**config.mk**
```make
export PLATFORM = sky130hd
export DESIGN_NAME = tx_fifo_ctrl
export DESIGN_NICKNAME = d
export VERILOG_FILES = /design/src/rtl/tx_fifo_pkg.sv /design/src/rtl/tx_fifo_rd_pipe.sv /design/src/rtl/tx_fifo_ctrl.sv
export SDC_FILE = /design/constraint.sdc
export NUM_CORES = 1
export LEC_CHECK = 0
export BUFFER_PORTS_ARGS = -buffer_cell sky130_fd_sc_hd__buf_2
export CAP_MARGIN = 20
export CORE_AREA = 2 2 71 73
export DETAILED_ROUTE_END_ITERATION = 8
export DIE_AREA = 0 0 73 75
export PLACE_DENSITY = 0.84
export REMOVE_ABC_BUFFERS = 1
export SLEW_MARGIN = 20
export SYNTH_ARGS = -nofsm -noshare
export SYNTH_HDL_FRONTEND = slang
export SYNTH_HIERARCHICAL = 1
export SYNTH_SLANG_ARGS = --single-unit
```
**constraint.sdc**
```tcl
create_clock -name CLOCK -period 3.15 [get_ports CLOCK]
set_input_delay 0.63 -clock CLOCK [delete_from_list [all_inputs] [get_ports CLOCK]]
set_output_delay 0.63 -clock CLOCK [all_outputs]
set_load 0.02 [all_outputs]
```
**src/rtl/tx_fifo_pkg.sv**
```systemverilog
`default_nettype none
// +----------------------------------------------------------------------+
// | tx_fifo_pkg                                                           |
// | Shared sizing constants and pointer/count types for the TX FIFO.      |
// | Revision: 1.0                                                         |
// +----------------------------------------------------------------------+
package tx_fifo_pkg;

    localparam int unsigned c_WIDTH     = 32;
    localparam int unsigned c_DEPTH     = 128;
    localparam int unsigned c_AWIDTH    = 7;
    localparam int unsigned c_RD_LAT    = 2;
    localparam int unsigned c_AFULL_TH  = 120;
    localparam int unsigned c_AEMPTY_TH = 8;

    // Pointers carry one extra wrap bit; the count must reach DEPTH itself.
    typedef logic [c_AWIDTH:0] ptr_t;
    typedef logic [c_AWIDTH:0] cnt_t;

endpackage
`default_nettype wire

```
**src/rtl/tx_fifo_rd_pipe.sv**
```systemverilog
`default_nettype none
// +----------------------------------------------------------------------+
// | tx_fifo_rd_pipe                                                       |
// | Read-valid delay line matching the RAM read latency, sync clear.      |
// | Revision: 1.0                                                         |
// +----------------------------------------------------------------------+
module tx_fifo_rd_pipe
    import tx_fifo_pkg::*;
#(
    parameter int unsigned LAT = c_RD_LAT
) (
    input  logic clk,
    input  logic rst,
    input  logic i_valid,
    output logic o_valid
);

    logic [LAT-1:0] r_pipe;

    generate
        if (LAT == 1) begin : g_single
            always_ff @(posedge clk) begin
                if (rst) begin
                    r_pipe <= '0;
                end else begin
                    r_pipe <= i_valid;
                end
            end
        end else begin : g_shift
            always_ff @(posedge clk) begin
                if (rst) begin
                    r_pipe <= '0;
                end else begin
                    r_pipe <= {r_pipe[LAT-2:0], i_valid};
                end
            end
        end
    endgenerate

    assign o_valid = r_pipe[LAT-1];

endmodule
`default_nettype wire

```
**src/rtl/tx_fifo_ctrl.sv**
```systemverilog
`default_nettype none
// +----------------------------------------------------------------------+
// | tx_fifo_ctrl                                                          |
// | FIFO controller driving an external 2-cycle-latency dual-port RAM.    |
// | Revision: 1.0                                                         |
// +----------------------------------------------------------------------+
module tx_fifo_ctrl
    import tx_fifo_pkg::*;
#(
    parameter int unsigned WIDTH     = c_WIDTH,
    parameter int unsigned DEPTH     = c_DEPTH,
    parameter int unsigned AWIDTH    = c_AWIDTH,
    parameter int unsigned AFULL_TH  = c_AFULL_TH,
    parameter int unsigned AEMPTY_TH = c_AEMPTY_TH
) (
    input  logic              CLOCK,
    input  logic              RESET,
    input  logic              WE,
    input  logic [WIDTH-1:0]  DATA,
    input  logic              RE,
    output logic [WIDTH-1:0]  Q,
    output logic              DVALID,
    output logic              FULL,
    output logic              EMPTY,
    output logic              AFULL,
    output logic              AEMPTY,
    output logic [AWIDTH:0]   WRCNT,
    output logic              OVERFLOW,
    output logic              UNDERFLOW,
    output logic              RAM_WEN,
    output logic [AWIDTH-1:0] RAM_WADDR,
    output logic [WIDTH-1:0]  RAM_WDATA,
    output logic              RAM_REN,
    output logic [AWIDTH-1:0] RAM_RADDR,
    input  logic [WIDTH-1:0]  RAM_RDATA
);

    localparam logic [AWIDTH:0] c_FULL_CNT   = (AWIDTH+1)'(DEPTH);
    localparam logic [AWIDTH:0] c_AFULL_CNT  = (AWIDTH+1)'(AFULL_TH);
    localparam logic [AWIDTH:0] c_AEMPTY_CNT = (AWIDTH+1)'(AEMPTY_TH);

    logic [AWIDTH:0] r_wptr;
    logic [AWIDTH:0] r_rptr;
    logic [AWIDTH:0] r_cnt;
    logic            r_full;
    logic            r_empty;
    logic            r_afull;
    logic            r_aempty;
    logic            r_ovf;
    logic            r_unf;

    logic            w_wacc;
    logic            w_racc;
    logic [AWIDTH:0] w_cnt_nxt;
    logic            w_unused_msb;

    // Flags gate acceptance, so a full FIFO never writes and an empty one never reads.
    assign w_wacc = WE & ~r_full  & ~RESET;
    assign w_racc = RE & ~r_empty & ~RESET;

    always_comb begin
        w_cnt_nxt = r_cnt;
        if (w_wacc && !w_racc) begin
            w_cnt_nxt = r_cnt + 1'b1;
        end else if (!w_wacc && w_racc) begin
            w_cnt_nxt = r_cnt - 1'b1;
        end
    end

    always_ff @(posedge CLOCK) begin
        if (RESET) begin
            r_wptr   <= '0;
            r_rptr   <= '0;
            r_cnt    <= '0;
            r_full   <= 1'b0;
            r_empty  <= 1'b1;
            r_afull  <= 1'b0;
            r_aempty <= 1'b1;
            r_ovf    <= 1'b0;
            r_unf    <= 1'b0;
        end else begin
            if (w_wacc) begin
                r_wptr <= r_wptr + 1'b1;
            end
            if (w_racc) begin
                r_rptr <= r_rptr + 1'b1;
            end
            r_cnt    <= w_cnt_nxt;
            // Flags track the count being written on this same edge.
            r_full   <= (w_cnt_nxt == c_FULL_CNT);
            r_empty  <= (w_cnt_nxt == '0);
            r_afull  <= (w_cnt_nxt >= c_AFULL_CNT);
            r_aempty <= (w_cnt_nxt <= c_AEMPTY_CNT);
            r_ovf    <= WE & r_full;
            r_unf    <= RE & r_empty;
        end
    end

    tx_fifo_rd_pipe #(
        .LAT     (c_RD_LAT)
    ) u_rd_pipe (
        .clk     (CLOCK),
        .rst     (RESET),
        .i_valid (w_racc),
        .o_valid (DVALID)
    );

    // Wrap bits are kept as state for observability; occupancy comes from the count.
    assign w_unused_msb = r_wptr[AWIDTH] ^ r_rptr[AWIDTH];

    assign RAM_WEN   = w_wacc;
    assign RAM_WADDR = r_wptr[AWIDTH-1:0];
    assign RAM_WDATA = DATA;
    assign RAM_REN   = w_racc;
    assign RAM_RADDR = r_rptr[AWIDTH-1:0];

    assign Q         = RAM_RDATA;
    assign WRCNT     = r_cnt;
    assign FULL      = r_full;
    assign EMPTY     = r_empty;
    assign AFULL     = r_afull;
    assign AEMPTY    = r_aempty;
    assign OVERFLOW  = r_ovf;
    assign UNDERFLOW = r_unf;

endmodule
`default_nettype wire

```
; Word-level counts from Yosys, hierarchy flattened
; Index checks and enable logic that the tools add are counted.
; W data, S select, Z words.
[totals]
in_bits = 68
output_inout_bits = 95
reg_bits = 32
word_cells = 33
[classes]
n_eq_ne = 1
n_bitwise = 9
reduce_logical = 5
muxes = 2
magnitude_cmp = 2
addsub = 4
[op_table]
columns = cell, count
row1 = $add A8 B1 Y8 const B, 3
row2 = $mux W8, 2
row3 = $eq A8 B8 Y1 const B, 1
row4 = $ge A8 B7 Y1 const B, 1
row5 = $le A8 B4 Y1 const B, 1
row6 = $logic_not A8 Y1, 1
row7 = $sub A8 B1 Y8 const B, 1
row8 = $and A1 B1 Y1, 6
row9 = $not A1 Y1, 3
row10 = $logic_and A1 B1 Y1, 2
row11 = $logic_not A1 Y1, 2

; Logic depth before layout (Yosys ltp)
[depth]
depth_word = 8
depth_mapped = 8
ltp_nobuf = 8

; Hierarchy
; The synthesis kept the hierarchy.
[by_module_without_submodules]
columns = mod, cells_per_inst, n_inst, seq_area_each_um2, area_per_inst_um2
row1 = tx_fifo_ctrl, 212, 1, 560.5, 1835.5
row2 = tx_fifo_rd_pipe, 4, 1, 40.0, 52.6

; Least setup slack after synthesis
; Ideal clock, no wire load.
[synth_path]
path_kind = input to register
from = input port RESET
to = register r_afull, in the netlist AFULL
setup_slack_ns = 0.847
n_path_buf = 1
setup_ns = 0.070
cell_stages = 7
required_time_ns = 3.080
arrival_time_ns = 2.233
cell_sequence = buf_6 -> nor3b_4 -> and3_4 -> a31oi_1 -> xor2_1 -> or4_1 -> a21oi_1
[synth_via]
elab_chain_cells = 7
elab_cells_between_ends = 10
[synth_rtl]
columns = item, line_no
row1 = from (decl), tx_fifo_ctrl.sv:17  ; input logic RESET,
row2 = $not A1 Y1 *, tx_fifo_ctrl.sv:58  ; assign w_wacc = WE & ~r_full & ~RESET;
row3 = $and A1 B1 Y1 *, tx_fifo_ctrl.sv:58
row4 = via RAM_WEN, tx_fifo_ctrl.sv:30  ; output logic RAM_WEN,
row5 = $logic_not A1 Y1, tx_fifo_ctrl.sv:65  ; end else if (!w_wacc && w_racc) begin
row6 = $logic_and A1 B1 Y1, tx_fifo_ctrl.sv:65
row7 = $mux W8, tx_fifo_ctrl.sv:65
row8 = $mux W8 *, tx_fifo_ctrl.sv:63  ; if (w_wacc && !w_racc) begin
row9 = $ge A8 B7 Y1 *, tx_fifo_ctrl.sv:92  ; r_afull <= (w_cnt_nxt >= c_AFULL_CNT);
row10 = to (signal assigned), tx_fifo_ctrl.sv:92
row11 = to (decl), tx_fifo_ctrl.sv:47  ; logic r_afull;
; Mark *: on every way through the listed nets, which the timed path passes. The rest lies on a longest branch.
; A chain may end at the register's enable or synchronous reset.

; Worst setup path in the final report
[layout_path]
from = register r_empty, in the netlist EMPTY
to = register r_afull, in the netlist AFULL
[layout_via]
elab_chain_cells = 7
elab_cells_between_ends = 9
[layout_rtl]
columns = item, line_no
row1 = from (decl), tx_fifo_ctrl.sv:46  ; logic r_empty;
row2 = from (signal assigned), tx_fifo_ctrl.sv:91  ; r_empty <= (w_cnt_nxt == '0);
row3 = $not A1 Y1 *, tx_fifo_ctrl.sv:59  ; assign w_racc = RE & ~r_empty & ~RESET;
row4 = $and A1 B1 Y1 * (2 in a row), tx_fifo_ctrl.sv:59
row5 = $logic_and A1 B1 Y1 or $logic_not A1 Y1 (tied branches), "tx_fifo_ctrl.sv:65, tx_fifo_ctrl.sv:63"
row6 = $mux W8 or $logic_and A1 B1 Y1 (tied branches), "tx_fifo_ctrl.sv:65, tx_fifo_ctrl.sv:63"
row7 = $mux W8 *, tx_fifo_ctrl.sv:63
row8 = $ge A8 B7 Y1 *, tx_fifo_ctrl.sv:92
; Mark *: on every way between the ends. The rest lies on a longest branch, timed or not.

==> results.json <==
{
  "status": "complete, no violations",
  "required_ns": 3.36,
  "num-fill-cells": 478,
  "cts-resized-gates": 0,
  "hpwlAfterDp_mm": 7.37,
  "min_path_cells": 1,
  "die_area_sq_um": 5480,
  "fmax_ghz": 0.435,
  "cts_hold_buf": 0,
  "fin_skew_ns": 0.00302,
  "drive_gt1_share_pct": 26.1,
  "routedWlPerCell_um": 34.1,
  "finalCriticalPeriod_ns": 2.30,
  "clk_latency_ns": 0.28,
  "ys_warn_count": 6,
  "setup_viol": 0,
  "grt_max_degree": 26,
  "multi_input_area_sq_um": 752,
  "final_cell_mix": "buf_2, dfxtp_1, nor2_1",
  "track_usage_pct": 30.4,
  "initial_core_util_pct": 40.5,
  "leakage_nw": 0.744,
  "io_pins": 163,
  "dieWidth_um": 73,
  "worst_slew_margin_rel_pct": 65.3,
  "clockBufferDepth": 2,
  "synth_xor_xnor_area_share_pct": 9.74,
  "rows": 25,
  "p_total_w": 0.00106,
  "syn_area_sq_um": 1890,
  "synthMuxAreaShare_pct": 0,
  "crit_type": "register to register",
  "worstHoldStart": "u_rd_pipe/r_pipe[0]",
  "min_period_over_period_pct": 73.0,
  "post_cts_buffers": 0,
  "synth_fa_ha_area_share_pct": 2.65,
  "syn2layout_area_growth_pct": -9.54,
  "cts_root_buf": "clkbuf_8",
  "rr_worst_depth": 6,
  "start_kind": "register",
  "grt.met3_usage_pct": 39.1,
  "htree_levels": 2,
  "reg2reg_from": "EMPTY",
  "r2r-end": "AFULL",
  "top_usage_layer": "met2",
  "synthTopCellsByArea": "dfxtp_1, buf_4, xor2_1",
  "die_y_um": 75,
  "min_to": "u_rd_pipe/r_pipe[1]",
  "drv_slew": 0,
  "ir_drop_mv": 0.224,
  "drt_iter0_markers": 63,
  "numCtsBuffers": 5,
  "io_buffer_count": 34,
  "drc": 0,
  "grt_pass1_wl_mm": 10.7,
  "syn_inst": 216,
  "seqCellArea_sq_um": 601,
  "power.density_nw_per_um2": 621,
  "r2r_slack_ns": 0.85,
  "yosysTopAreaCell": "dfxtp_1",
  "crit_path_end_kind": "register",
  "ys_ff_latch": 30,
  "nets": 259,
  "avgSynthCellArea_sq_um": 8.74,
  "num_antenna_cells": 0,
  "crit_path_top_delay_cell": "or4_1",
  "vias": 1369,
  "drtAntennaViolNets": 0,
  "synth_top_family_by_area": "buffers and inverters",
  "hold_viol": 0,
  "rsz0062_at_grt": "no",
  "vias_per_cell": 5.66,
  "drv_cap": 0,
  "cp.arrival_ns": 2.51,
  "place_congestion": 0.936,
  "use_met1_pct": 21.1,
  "clkTransAtPathRegs_ns": 0.07,
  "yosys.area.top_type_share_pct": 31.8,
  "grt_use_met2_pct": 47.8,
  "drt_first_pass_iters": 4,
  "worst_pin_slew_ns": 0.520,
  "routed_wl_mm": 8.26,
  "synth_cell_types": 37,
  "crit_chain": "and2b_1 -> nor4_4 -> a32oi_1 -> xor2_1 -> or4_1 -> a21oi_1",
  "hp-class": "register to register",
  "critical-path-max-stage-delay_ns": 0.53,
  "synth_simple_gate_area_share_pct": 21.2,
  "final_common_cell": "buf_2",
  "antenna_found_initial": 0,
  "grt_overflow": 0,
  "setup_tns_ns": 0,
  "ys_seq_area_share_pct": 31.8,
  "cts_sinks": 30,
  "cp_max_fo": 11,
  "tritoncts": "done",
  "grt_pass1_vias": 1267,
  "core_region_area_sq_um": 4660,
  "synth_compound_area_share_pct": 6.23
}
worst max path at each step:
stage	endpoint	slack, ns	startpoint
after CTS	AFULL	0.89	EMPTY
after detailed placement	AFULL	0.64	RE
after floorplan	AFULL	0.95	RE
after global placement	AFULL	0.68	RE
after global routing	AFULL	0.78	WE
final	AFULL	0.85	EMPTY
critical path: cells and delay by family (launching register included):
family	cells	cell delay, ns
and+or+nand+nor	3	1.28
DFF	1	0.45
xor gates and xnor gates	1	0.19
AOI/OAI and AO/OA	2	0.32
kinds of logic after synthesis:
| kind of cell | after synthesis |
|---|---|
| buffers and inverters | 75 |
| AOI/OAI and AO/OA | 18 |
| DFF | 30 |
| adders and majority gates | 4 |
| xor gates and xnor gates | 21 |
| and+or+nand+nor | 68 |
power breakdown:
part	internal (W)	switching [W]	total [W]
combinational	0.000102	0.000173	0.000275
clock	0.000175	0.000150	0.000325
sequential	0.000414	0.0000469	0.000460
Yosys cell counts:
master and count:
buf_4 65, dfxtp_1 30, nor2_1 22, xor2_1 12, nand2_1 10, xnor2_1 9
a21oi_1 8, nand3_1 6, nor2b_1 5, a32oi_1 4, and4_1 4, ha_1 4
inv_1 4, clkbuf_1 3, nand4_1 3, nor3_1 3, buf_2 2, nand2b_2 2
o21bai_1 2, a211o_1 1, a31oi_1 1, and2_1 1, and2b_1 1, and3_1 1
and3_4 1, and3b_1 1, and4b_1 1, buf_6 1, nand2b_1 1, nor3b_4 1
nor4_1 1, nor4_2 1, nor4_4 1, nor4bb_1 1, o211ai_1 1, o21ai_0 1
or4_1 1
through the flow:
step	worst slack, ns	area, sq um	util, %	hold slack [ns]	std cells
2_1_floorplan	0.947	1370	-	0.414	145
3_3_place_gp	0.679	1610	34.6	0.429	234
3_5_place_dp	0.636	1610	34.6	0.428	234
4_1_cts	0.890	1710	36.6	0.444	242
5_1_grt	0.776	1710	36.6	0.462	242
6_report	0.849	1710	36.6	0.442	242
per-layer routing:
layer | up-vias | wire length, um
met5 | - | 0
met2 | 165 | 3720
met4 | 0 | 222
li1 | 599 | -
met3 | 13 | 2270
met1 | 592 | 2050
sequential cells by signal (all words and copies together), names as in the netlist:
| signal | cells |
|---|---|
| OVERFLOW | 1 |
| UNDERFLOW | 1 |
| AFULL | 1 |
| WRCNT | 8 |
| r_wptr | 7 |
| r_rptr | 7 |
| FULL | 1 |
| AEMPTY | 1 |
| u_rd_pipe/r_pipe | 2 |
| EMPTY | 1 |
final cells by class:
cell class | count | area share, %
well taps | 54 | 3.96
multi-input cells | 111 | 44.0
flip-flops and latches | 30 | 35.2
clock inverters | 2 | 0.733
clock buffers | 6 | 4.84
inverters | 4 | 0.879
repair buffers | 35 | 10.4
Power figures use the tool's default switching activity.
